--- src/rtl/c432_hd_monitor.sv ---
// rtl/c432_hd_monitor.sv - Hamming-distance switching-activity monitor for c432 outputs
//
// Captures the c432 primary-output vector on each sample strobe. Over a window of
// WIN_LEN transitions it accumulates a saturating HD sum, the peak single HD and a
// sticky per-bit toggle mask. The summary is then offered through a valid/ready handshake.
//
// Ports:
//   clk, rst_n        clock (rising edge), asynchronous active-low reset
//   start             one-cycle pulse that opens a window; honoured only in IDLE
//   sample_vld/dat    captured output vector {N432,N431,N430,N421,N370,N329,N223}
//   busy              window in progress (PRIME or ACCUM)
//   res_vld/res_rdy   result handshake
//   res_hd_sum        saturating sum of HD over the window
//   res_max_hd        largest single HD in the window
//   res_tog_mask      bit i set if output bit i toggled during the window
module c432_hd_monitor #(
    parameter int OUT_W   = 7,
    parameter int WIN_LEN = 16,
    parameter int ACC_W   = 16,
    localparam int HD_W   = $clog2(OUT_W + 1)
) (
    input  logic             clk,
    input  logic             rst_n,
    input  logic             start,
    input  logic             sample_vld,
    input  logic [OUT_W-1:0] sample_dat,
    output logic             busy,
    output logic             res_vld,
    input  logic             res_rdy,
    output logic [ACC_W-1:0] res_hd_sum,
    output logic [HD_W-1:0]  res_max_hd,
    output logic [OUT_W-1:0] res_tog_mask
);

    localparam int CNT_W = $clog2(WIN_LEN + 1);

    typedef enum logic [1:0] {
        S_IDLE  = 2'd0,
        S_PRIME = 2'd1,
        S_ACCUM = 2'd2,
        S_DONE  = 2'd3
    } state_e;

    state_e             state_q, state_d;
    logic [OUT_W-1:0]   prev_q, prev_d;
    logic [OUT_W-1:0]   mask_q, mask_d;
    logic [ACC_W-1:0]   sum_q, sum_d;
    logic [HD_W-1:0]    max_q, max_d;
    logic [CNT_W-1:0]   cnt_q, cnt_d;

    logic [OUT_W-1:0]   diff;
    logic [HD_W-1:0]    hd;
    logic [ACC_W:0]     sum_ext;

    // Popcount and the one-bit-wider add feeding saturation, all in one cycle.
    always_comb begin
        diff = sample_dat ^ prev_q;
        hd   = '0;
        for (int i = 0; i < OUT_W; i++) begin
            hd = hd + HD_W'(diff[i]);
        end
        sum_ext = {1'b0, sum_q} + (ACC_W + 1)'(hd);
    end

    always_comb begin
        state_d = state_q;
        prev_d  = prev_q;
        mask_d  = mask_q;
        sum_d   = sum_q;
        max_d   = max_q;
        cnt_d   = cnt_q;
        unique case (state_q)
            S_IDLE: begin
                // A coincident sample is dropped; the baseline comes from PRIME.
                if (start) begin
                    state_d = S_PRIME;
                    mask_d  = '0;
                    sum_d   = '0;
                    max_d   = '0;
                    cnt_d   = '0;
                end
            end
            S_PRIME: begin
                if (sample_vld) begin
                    prev_d  = sample_dat;
                    state_d = S_ACCUM;
                end
            end
            S_ACCUM: begin
                if (sample_vld) begin
                    prev_d = sample_dat;
                    mask_d = mask_q | diff;
                    sum_d  = sum_ext[ACC_W] ? {ACC_W{1'b1}} : sum_ext[ACC_W-1:0];
                    max_d  = (hd > max_q) ? hd : max_q;
                    cnt_d  = cnt_q + CNT_W'(1);
                    if (cnt_q == CNT_W'(WIN_LEN - 1)) begin
                        state_d = S_DONE;
                    end
                end
            end
            S_DONE: begin
                if (res_rdy) begin
                    state_d = S_IDLE;
                end
            end
            default: state_d = S_IDLE;
        endcase
    end

    always_ff @(posedge clk or negedge rst_n) begin
        if (!rst_n) begin
            state_q <= S_IDLE;
            prev_q  <= '0;
            mask_q  <= '0;
            sum_q   <= '0;
            max_q   <= '0;
            cnt_q   <= '0;
        end else begin
            state_q <= state_d;
            prev_q  <= prev_d;
            mask_q  <= mask_d;
            sum_q   <= sum_d;
            max_q   <= max_d;
            cnt_q   <= cnt_d;
        end
    end

    // Outputs decode straight from flops; results hold until the next accepted start.
    assign busy         = (state_q == S_PRIME) || (state_q == S_ACCUM);
    assign res_vld      = (state_q == S_DONE);
    assign res_hd_sum   = sum_q;
    assign res_max_hd   = max_q;
    assign res_tog_mask = mask_q;

endmodule

--- config.mk ---
export PLATFORM = sky130hd
export DESIGN_NAME = c432_hd_monitor
export DESIGN_NICKNAME = d
export VERILOG_FILES = /design/src/rtl/c432_hd_monitor.sv
export SDC_FILE = /design/constraint.sdc
export NUM_CORES = 1
export LEC_CHECK = 0
export ABC_AREA = 1
export ABC_CLOCK_PERIOD_IN_PS = 4400
export CORE_MARGIN = 5
export CORE_UTILIZATION = 45
export DETAILED_ROUTE_END_ITERATION = 7
export MAX_ROUTING_LAYER = met4
export PLACE_DENSITY = 0.77
export SLEW_MARGIN = 15
export SYNTH_ARGS = -nofsm -noshare
export SYNTH_HDL_FRONTEND = slang
export SYNTH_SLANG_ARGS = --single-unit
--- constraint.sdc ---
create_clock -name clk -period 4.4 [get_ports clk]
set_clock_uncertainty 0.2 [all_clocks]
set_input_delay 1.1 -clock clk [delete_from_list [all_inputs] [get_ports clk]]
set_output_delay 1.1 -clock clk [all_outputs]
set_load 0.02 [all_outputs]
==> results of run 1 <==
-- worst min-delay path by stage --
stage,cells past startpoint,slack [ps],startpoint,endpoint
global placement,2,300,res_tog_mask[1],res_tog_mask[1]
global route,1,340,cnt_q[0],cnt_q[0]
floorplan,1,280,cnt_q[0],cnt_q[0]
finish,1,310,cnt_q[0],cnt_q[0]
detailed placement,2,300,res_tog_mask[0],res_tog_mask[0]
CTS,1,310,cnt_q[0],cnt_q[0]
-- per-stage QoR --
step / worst slack [ps] / util / total power, W
final: -43.7 / 0.639 / 0.00314
after global routing: -223 / 0.639 / 0.00344
after CTS: -86.4 / 0.624 / 0.00303
after detailed placement: -812 / 0.584 / 0.00250
after global placement: -782 / 0.584 / 0.00244
after floorplan: -118 / - / 0.00184
-- worst reg2reg max path, cell delays in order (launching register included) --
cell	delay (ps)
sky130_fd_sc_hd__dfrtp_1	440
sky130_fd_sc_hd__xor2_4	210
sky130_fd_sc_hd__fa_1	550
sky130_fd_sc_hd__inv_2	40
sky130_fd_sc_hd__fa_1	470
sky130_fd_sc_hd__fa_2	400
sky130_fd_sc_hd__fa_2	510
sky130_fd_sc_hd__fa_2	370
sky130_fd_sc_hd__inv_2	60
sky130_fd_sc_hd__nand3_2	80
sky130_fd_sc_hd__nand2_2	120
sky130_fd_sc_hd__nand4_1	150
sky130_fd_sc_hd__buf_4	200
sky130_fd_sc_hd__inv_4	60
sky130_fd_sc_hd__o21ai_1	70
sky130_fd_sc_hd__nand2_1	70
-- logic make-up after synthesis --
group / Yosys count
simple gates: 141
flops: 40
buf+inv: 47
compound gates: 36
mux: 8
fa+ha+maj: 17
xor+xnor: 9
-- registers in the layout (all words and copies together), names as in the netlist --
signal        flops
res_hd_sum       16
prev_q            7
res_tog_mask      7
cnt_q             5
res_max_hd        3
state_q           2
-- final cells by class --
cell class | instances | area [µm²]
Multi-Input combinational cell | 211 | 1400
Inverter | 43 | 164
Sequential cell | 40 | 1000
Timing Repair Buffer | 58 | 547
Clock buffer | 5 | 68.8
Clock inverter | 2 | 12.5
Fill cell | 460 | 1860
Tap cell | 70 | 87.6
-- timing repair --
item,in CTS,in global routing
gates resized for setup,42,14
hold buffers,0,0
pin swaps,22,18
endpoints found under the setup margin,19,19
buffers inserted,3,2
-- cells in the mapped netlist, drive strengths merged --
cell,count
nand3,22
nor3,3
ha,12
a22o,1
mux2i,1
dfrtp,40
fa,5
buf,4
o21ai,19
xor2,6
o31ai,1
or2,1
xnor2,3
inv,43
o211ai,1
nand2,83
nor2,29
nand4,3
mux2,7
a21oi,11
o22ai,3
-- layer usage --
layer,vias to the layer above,part of all wire,track usage,wire length (µm)
li1,1070,-,-,-
met1,1035,0.42,0.214,2440
met2,62,0.51,0.302,2930
met3,14,0.048,0.0356,277
met4,0,0.026,0.0817,149
met5,-,0,-,0
-- power by group --
part | switching (W) | internal [W] | total (W)
sequential | 0.000102 | 0.000481 | 0.000583
combinational | 0.00122 | 0.00109 | 0.00231
clock | 0.000133 | 0.000107 | 0.000241
total | 0.00146 | 0.00168 | 0.00314
==> results_tabular.tex, run 1 <==
\begin{tabular}{lr}
\hline
Metric & Value \\
\hline
\multicolumn{2}{l}{\textbf{Run status}} \\
Result of the run & finished with violations \\
Violations in the final reports & negative setup slack \\
\multicolumn{2}{l}{\textbf{Layout}} \\
Most used cells in the layout excluding fill and tap cells & sky130\_fd\_sc\_hd\_\_nand2\_1, sky130\_fd\_sc\_hd\_\_dfrtp\_1, sky130\_fd\_sc\_hd\_\_inv\_1, sky130\_fd\_sc\_hd\_\_clkdlybuf4s50\_1, sky130\_fd\_sc\_hd\_\_nor2\_1 \\
Most frequent standard cell in the layout excluding fill and tap cells & sky130\_fd\_sc\_hd\_\_nand2\_1 \\
Layout overhead on the synthesized area & 36.8\% \\
Total number of nets in the final design & between 300 and 400 \\
Share of post-route cells with drive strength above 1 & 0.228 \\
Final std cell area, no fill & between 3000 and 4000 µm² \\
Antenna Diode Count & 0 \\
Final cell count without fillers & 429 \\
\multicolumn{2}{l}{\textbf{Yosys}} \\
Area share of xor/xnor cells in the synthesized design & 0.0328 \\
Area fraction in and, or, nand and nor cells after synthesis & 0.243 \\
Mux share of post-synthesis cell area & 0.0370 \\
Proportion of synthesized chip area in sequential cells & 0.417 \\
Syn Std Cell Area & 2400 µm² \\
Largest family of logic cells by synthesized area & simple AND/OR/NAND/NOR gates \\
Unique cell type count in the Yosys netlist & 26 \\
Cell types occupying the most area after synthesis & sky130\_fd\_sc\_hd\_\_dfrtp\_1, sky130\_fd\_sc\_hd\_\_nand2\_1, sky130\_fd\_sc\_hd\_\_ha\_1 \\
Yosys top cell area share & 0.417 \\
Library cell occupying the most area in the post-synthesis netlist & sky130\_fd\_sc\_hd\_\_dfrtp\_1 \\
Count of state elements after synthesis & 40 \\
Synthesized-area fraction occupied by ao, oa, aoi and oai cells & 0.0850 \\
Yosys warns & 0 \\
Post-synthesis adder-cell area fraction & 0.104 \\
Synth Net Count & 327 \\
Syn avg cell area & roughly 8 µm² \\
Gate count after technology mapping & 298 \\
\multicolumn{2}{l}{\textbf{Die}} \\
Site Rows & 26 \\
I/O pin count & 40 \\
Die extent in y & 83.0 µm \\
Placeable Area & 5140 µm² \\
Die footprint & 6890 µm² \\
Starting density of the core & 0.467 \\
X dimension of the die & 83.0 µm \\
\multicolumn{2}{l}{\textbf{CTS}} \\
TritonCTS clock tree & yes \\
Clock latency at the later pin of the worst-skew pair & 300 ps \\
Count of clock tree sinks & 40 \\
Worst-path clk slew & about 80 ps \\
Root cell of the clock tree & sky130\_fd\_sc\_hd\_\_clkbuf\_8 \\
Largest buffer count on any clock path & 2 \\
Total clock buffers created by CTS & 5 \\
Maximum level of the CTS H-tree & 2 \\
\multicolumn{2}{l}{\textbf{Drt}} \\
Detail Route Antenna Nets & 0 \\
Vias per std cell & 5.08 \\
First DRT Iteration DRCs & about 140 \\
Wire length per cell after detailed routing & 13.5 µm \\
Total Routed Length & 5800 µm \\
Pre-Repair DR Iteration Count & 4 \\
Via count of the routed design & 2181 \\
DRC violations left & 0 \\
\multicolumn{2}{l}{\textbf{Setup path}} \\
Cell with the largest stage delay on the worst path & sky130\_fd\_sc\_hd\_\_fa\_1 \\
Startpoint Class & input pin \\
Critical path capture point type & flip-flop \\
Beginning of the worst register-to-register path & prev\_q[3] \\
Reg2Reg Capture Point & res\_hd\_sum[11] \\
Series of cell instances along the critical path & buf\_8 -> xor2\_4 -> fa\_1 -> inv\_2 -> fa\_1 -> fa\_2 -> fa\_2 -> fa\_2 -> inv\_2 -> nand3\_2 -> nand2\_2 -> nand4\_1 -> buf\_4 -> inv\_4 -> o21ai\_1 -> nand2\_1 \\
CP Max Fanout & 4 \\
Most prevalent standard cell on the critical path & sky130\_fd\_sc\_hd\_\_fa\_2 \\
Data arrival time at the worst-slack endpoint & 4480 ps \\
Peak per-stage delay on the critical path & 550 ps \\
Cell type group with the largest total delay on the critical path & adder cells \\
Critical Path Source & sample\_dat[3] \\
End of the critical path & res\_hd\_sum[11] \\
Critical path buffer and inverter count & 5 \\
Number of cells on the critical path & 16 \\
Cell count of the worst reg-to-reg path & 15 \\
Critical path required time & 4430 ps \\
FF-to-FF setup slack & 360 ps \\
Critical path class & input pin to flip-flop \\
\multicolumn{2}{l}{\textbf{Power and ir drop}} \\
Power density cells & 955 nW/µm² \\
Reported leakage power & 1.56 nW \\
Worst-case vdd ir drop & about 540 µV \\
\multicolumn{2}{l}{\textbf{STA}} \\
Final critical-path required period & 4440 ps \\
Slew Limit Fails & 0 \\
Maximum clock frequency & 225 MHz \\
Remaining max-slew budget at the tightest pin & 0.394 \\
Worst hold margin & between 300 and 400 ps \\
Fraction of the cycle the final worst path needs & 1.01 \\
Setup Total Neg Slack & -427 ps \\
Minimum setup slack in the final design & -43.7 ps \\
Setup repair after global routing missed its margin & yes \\
Count of endpoints failing setup in the final report & 15 \\
Final Hold Fails & 0 \\
Slew at the pin closest to its max-slew limit & 909 ps \\
\multicolumn{2}{l}{\textbf{Global route}} \\
Via count of the first global-routing pass & 2191 \\
Maximum number of pins on one net before global-route repair & 41 \\
Antenna violations before repair & 0 \\
Total track usage & 0.182 \\
Global-route wire length before repair & around 10000 µm \\
Overflow after GRT & 0 \\
\multicolumn{2}{l}{\textbf{Placement}} \\
Total placed cells including tap cells & around 420 \\
Weighted congestion at the end of routability-driven global placement & $\sim$0.9 \\
Count of buffers from port buffering & 39 \\
Placed instance area & 3000 µm² \\
Total half-perimeter wirelength after legalization and detailed placement & approximately 4200 µm \\
\multicolumn{2}{l}{\textbf{Flow run}} \\
Max\_cap viols & 0 \\
\multicolumn{2}{l}{\textbf{Min path}} \\
Tightest Hold Check Type & flip-flop to flip-flop \\
\hline
\end{tabular}
Power figures use the tool's default switching activity.
==> run 2, diff against run 1 <==
RECOVER_POWER = 25   (was default)
==> run 2 against run 1 <==
The run ends with max-capacitance violations, max-slew violations, negative setup slack left. Combinational power about the same. Setup slack hardly changed. Critical path depth unchanged. Power hardly changed. Sequential share of layout area is essentially flat. Flip-flop and latch count is the same. Register-to-register slack barely moved.
==> results_tabular.tex, run 2 (same netlist as run 1, synthesis figures left out) <==
\begin{tabular}{lr}
\hline
Metric & Value \\
\hline
\multicolumn{2}{l}{\textbf{Layout}} \\
Antenna Diode Count & 0 (unchanged) \\
Total number of nets in the final design & 388 (unchanged) \\
Most frequent standard cell in the layout excluding fill and tap cells & sky130\_fd\_sc\_hd\_\_nand2\_1 \\
Most used cells in the layout excluding fill and tap cells & sky130\_fd\_sc\_hd\_\_nand2\_1, sky130\_fd\_sc\_hd\_\_dfrtp\_1, sky130\_fd\_sc\_hd\_\_inv\_1, sky130\_fd\_sc\_hd\_\_clkdlybuf4s50\_1, sky130\_fd\_sc\_hd\_\_nor2\_1 \\
Area of combinational cells with multiple inputs & 1400 µm² (unchanged) \\
Final std cell area, no fill & 3280 µm² (about the same) \\
Core occupancy in the finished layout & 0.638 (about the same) \\
Number of flip-flops in the largest register & 16 (unchanged) \\
Layout overhead on the synthesized area & 36.7\% (about the same) \\
Number of inserted filler cells in the final layout & 460 (unchanged) \\
Register cell area after layout & 1000 µm² (unchanged) \\
Share of post-route cells with drive strength above 1 & 0.226 (-0.00279) \\
\multicolumn{2}{l}{\textbf{STA}} \\
Minimum setup slack in the final design & -44.2 ps (-0.429 ps) \\
Count of endpoints failing setup in the final report & 16 (+1) \\
Slew Limit Fails & 41 (+41) \\
Final critical-path required period & 4440 ps (+0.429 ps) \\
Remaining max-slew budget at the tightest pin & -0.468 (-0.862) \\
Fraction of the cycle the final worst path needs & 1.01 (about the same) \\
Setup repair after global routing missed its margin & yes \\
Final Hold Fails & 0 (unchanged) \\
Maximum clock frequency & 225 MHz (about the same) \\
Slew at the pin closest to its max-slew limit & 2200 ps (+1290 ps) \\
Setup Total Neg Slack & -436 ps (-9.48 ps) \\
\multicolumn{2}{l}{\textbf{Min path}} \\
Worst min-delay path endpoint & cnt\_q[0] \\
Number of stages on the worst hold path & 1 (unchanged) \\
Hold path start & cnt\_q[0] \\
Tightest Hold Check Type & flip-flop to flip-flop \\
\multicolumn{2}{l}{\textbf{Setup path}} \\
Startpoint Class & input pin \\
Critical path class & input pin to flip-flop \\
Reg2Reg Capture Point & res\_hd\_sum[11] \\
Critical path capture point type & flip-flop \\
Cell with the largest stage delay on the worst path & sky130\_fd\_sc\_hd\_\_fa\_1 \\
CP Max Fanout & 4 (unchanged) \\
Cell count of the worst reg-to-reg path & 15 (unchanged) \\
Series of cell instances along the critical path & buf\_8 -> xor2\_4 -> fa\_1 -> inv\_2 -> fa\_1 -> fa\_2 -> fa\_2 -> fa\_2 -> inv\_2 -> nand3\_2 -> nand2\_2 -> nand4\_1 -> buf\_4 -> inv\_4 -> o21ai\_1 -> nand2\_1 \\
Critical path required time & 4430 ps (about the same) \\
Critical Path Source & sample\_dat[3] \\
Critical path buffer and inverter count & 5 (unchanged) \\
FF-to-FF setup slack & 360 ps (about the same) \\
Beginning of the worst register-to-register path & prev\_q[3] \\
Cell type group with the largest total delay on the critical path & adder cells \\
Most prevalent standard cell on the critical path & sky130\_fd\_sc\_hd\_\_fa\_2 \\
Peak per-stage delay on the critical path & 550 ps (about the same) \\
Data arrival time at the worst-slack endpoint & 4480 ps (about the same) \\
\multicolumn{2}{l}{\textbf{Power and ir drop}} \\
Worst-case vdd ir drop & 542 µV (about the same) \\
Switching Power & 0.00146 W (about the same) \\
Switching part of the total & 0.464 (about the same) \\
Cell internal power dissipation & 0.00168 W (about the same) \\
Part of the power in combinational logic & 0.737 (about the same) \\
Sum of internal, switching and leakage power & 0.00314 W (about the same) \\
Part of the power in the clock network & 0.077 (about the same) \\
Reported leakage power & 1.56 nW (-0.18\%) \\
Power density cells & 956 nW/µm² (about the same) \\
Sequential fraction of design power & 0.186 (about the same) \\
\multicolumn{2}{l}{\textbf{Drt}} \\
Wire length per cell after detailed routing & 13.6 µm (+0.38\%) \\
Detail Route Antenna Nets & 0 (unchanged) \\
First DRT Iteration DRCs & 143 (unchanged) \\
DRC violations left & 0 (unchanged) \\
Vias per std cell & 5.11 (+0.60\%) \\
Via count of the routed design & 2194 (+0.60\%) \\
Total Routed Length & 5820 µm (+0.38\%) \\
Pre-Repair DR Iteration Count & 4 (unchanged) \\
\multicolumn{2}{l}{\textbf{Placement}} \\
Total half-perimeter wirelength after legalization and detailed placement & 4200 µm (unchanged) \\
Weighted congestion at the end of routability-driven global placement & 0.878 (unchanged) \\
Placed instance area & 3000 µm² (unchanged) \\
Count of buffers from port buffering & 39 (unchanged) \\
\multicolumn{2}{l}{\textbf{Die}} \\
Starting density of the core & 0.467 (unchanged) \\
Die extent in y & 83.0 µm (unchanged) \\
Site Rows & 26 (unchanged) \\
I/O pin count & 40 (unchanged) \\
Placeable Area & 5140 µm² (unchanged) \\
X dimension of the die & 83.0 µm (unchanged) \\
Die footprint & 6890 µm² (unchanged) \\
\multicolumn{2}{l}{\textbf{Global route}} \\
Maximum number of pins on one net before global-route repair & 41 (unchanged) \\
Overflow after GRT & 0 (unchanged) \\
Antenna violations before repair & 0 (unchanged) \\
Total track usage & 0.182 (unchanged) \\
Via count of the first global-routing pass & 2191 (unchanged) \\
Global-route wire length before repair & 9940 µm (unchanged) \\
\multicolumn{2}{l}{\textbf{CTS}} \\
Clock latency at the later pin of the worst-skew pair & 300 ps (about the same) \\
TritonCTS clock tree & yes \\
Maximum level of the CTS H-tree & 2 (unchanged) \\
Total clock buffers created by CTS & 5 (unchanged) \\
Root cell of the clock tree & sky130\_fd\_sc\_hd\_\_clkbuf\_8 \\
Count of hold buffers inserted by post-cts repair & 0 (unchanged) \\
Count of clock tree sinks & 40 (unchanged) \\
Worst-path clk slew & 80 ps (about the same) \\
Largest buffer count on any clock path & 2 (unchanged) \\
\multicolumn{2}{l}{\textbf{Run status}} \\
Result of the run & finished with violations \\
Violations in the final reports & max-capacitance violations, max-slew violations, negative setup slack \\
\multicolumn{2}{l}{\textbf{Flow run}} \\
Max\_cap viols & 1 (+1) \\
\hline
\end{tabular}
run 2: changes by cell type in the layout (fill, tap and decap cells not counted), sizes merged:
cell,before,now
buf,23,22
clkbuf,5,6
run 2: stage by stage:
step                std cells  hold WS (ps)  worst slack (ps)
floorplan                 298           279              -118
global placement          417           296              -782
finish                    429           307             -44.2
detailed placement        417           303              -812
global route              429           338              -223
CTS                       427           312             -86.4
run 2: worst max-delay path by stage:
stage	slack [ps]	to	depth (start not counted)
final	-40	res_hd_sum[11]	16
after global routing	-220	res_hd_sum[8]	16
after CTS	-90	res_hd_sum[8]	16
after detailed placement	-810	res_hd_sum[10]	17
after global placement	-780	res_hd_sum[9]	18
after floorplan	-120	res_hd_sum[8]	15
run 2: layer usage:
| metal | GRT usage | vias up | routed length, µm |
|---|---|---|---|
| li1 | - | 1070 | - |
| met1 | 0.214 | 1045 | 2440 |
| met2 | 0.302 | 67 | 2950 |
| met3 | 0.0356 | 12 | 300 |
| met4 | 0.0817 | 0 | 130 |
| met5 | - | - | 0 |
run 2: layout make-up:
| cell class | count | area share |
|---|---|---|
| Multi-Input combinational cell | 211 | 0.427 |
| Inverter | 43 | 0.0500 |
| Sequential cell | 40 | 0.305 |
| Clock buffer | 5 | 0.0210 |
| Timing Repair Buffer | 58 | 0.166 |
| Clock inverter | 2 | 0.00381 |
| Tap cell | 70 | 0.0267 |
run 2: power by group through the flow:
stage          registers [W]  clock network [W]  logic (W)
4_1_cts             0.000580           0.000247    0.00221
5_1_grt             0.000597           0.000266    0.00258
2_1_floorplan       0.000620                  0    0.00122
6_report            0.000583           0.000240    0.00231
3_5_place_dp        0.000579                  0    0.00192
3_3_place_gp        0.000573                  0    0.00187
run 2: repair_timing:
action	in CTS	in global routing
resized for setup	42	14
setup endpoints to repair	19	19
buffers inserted	3	2
pin swaps	22	18
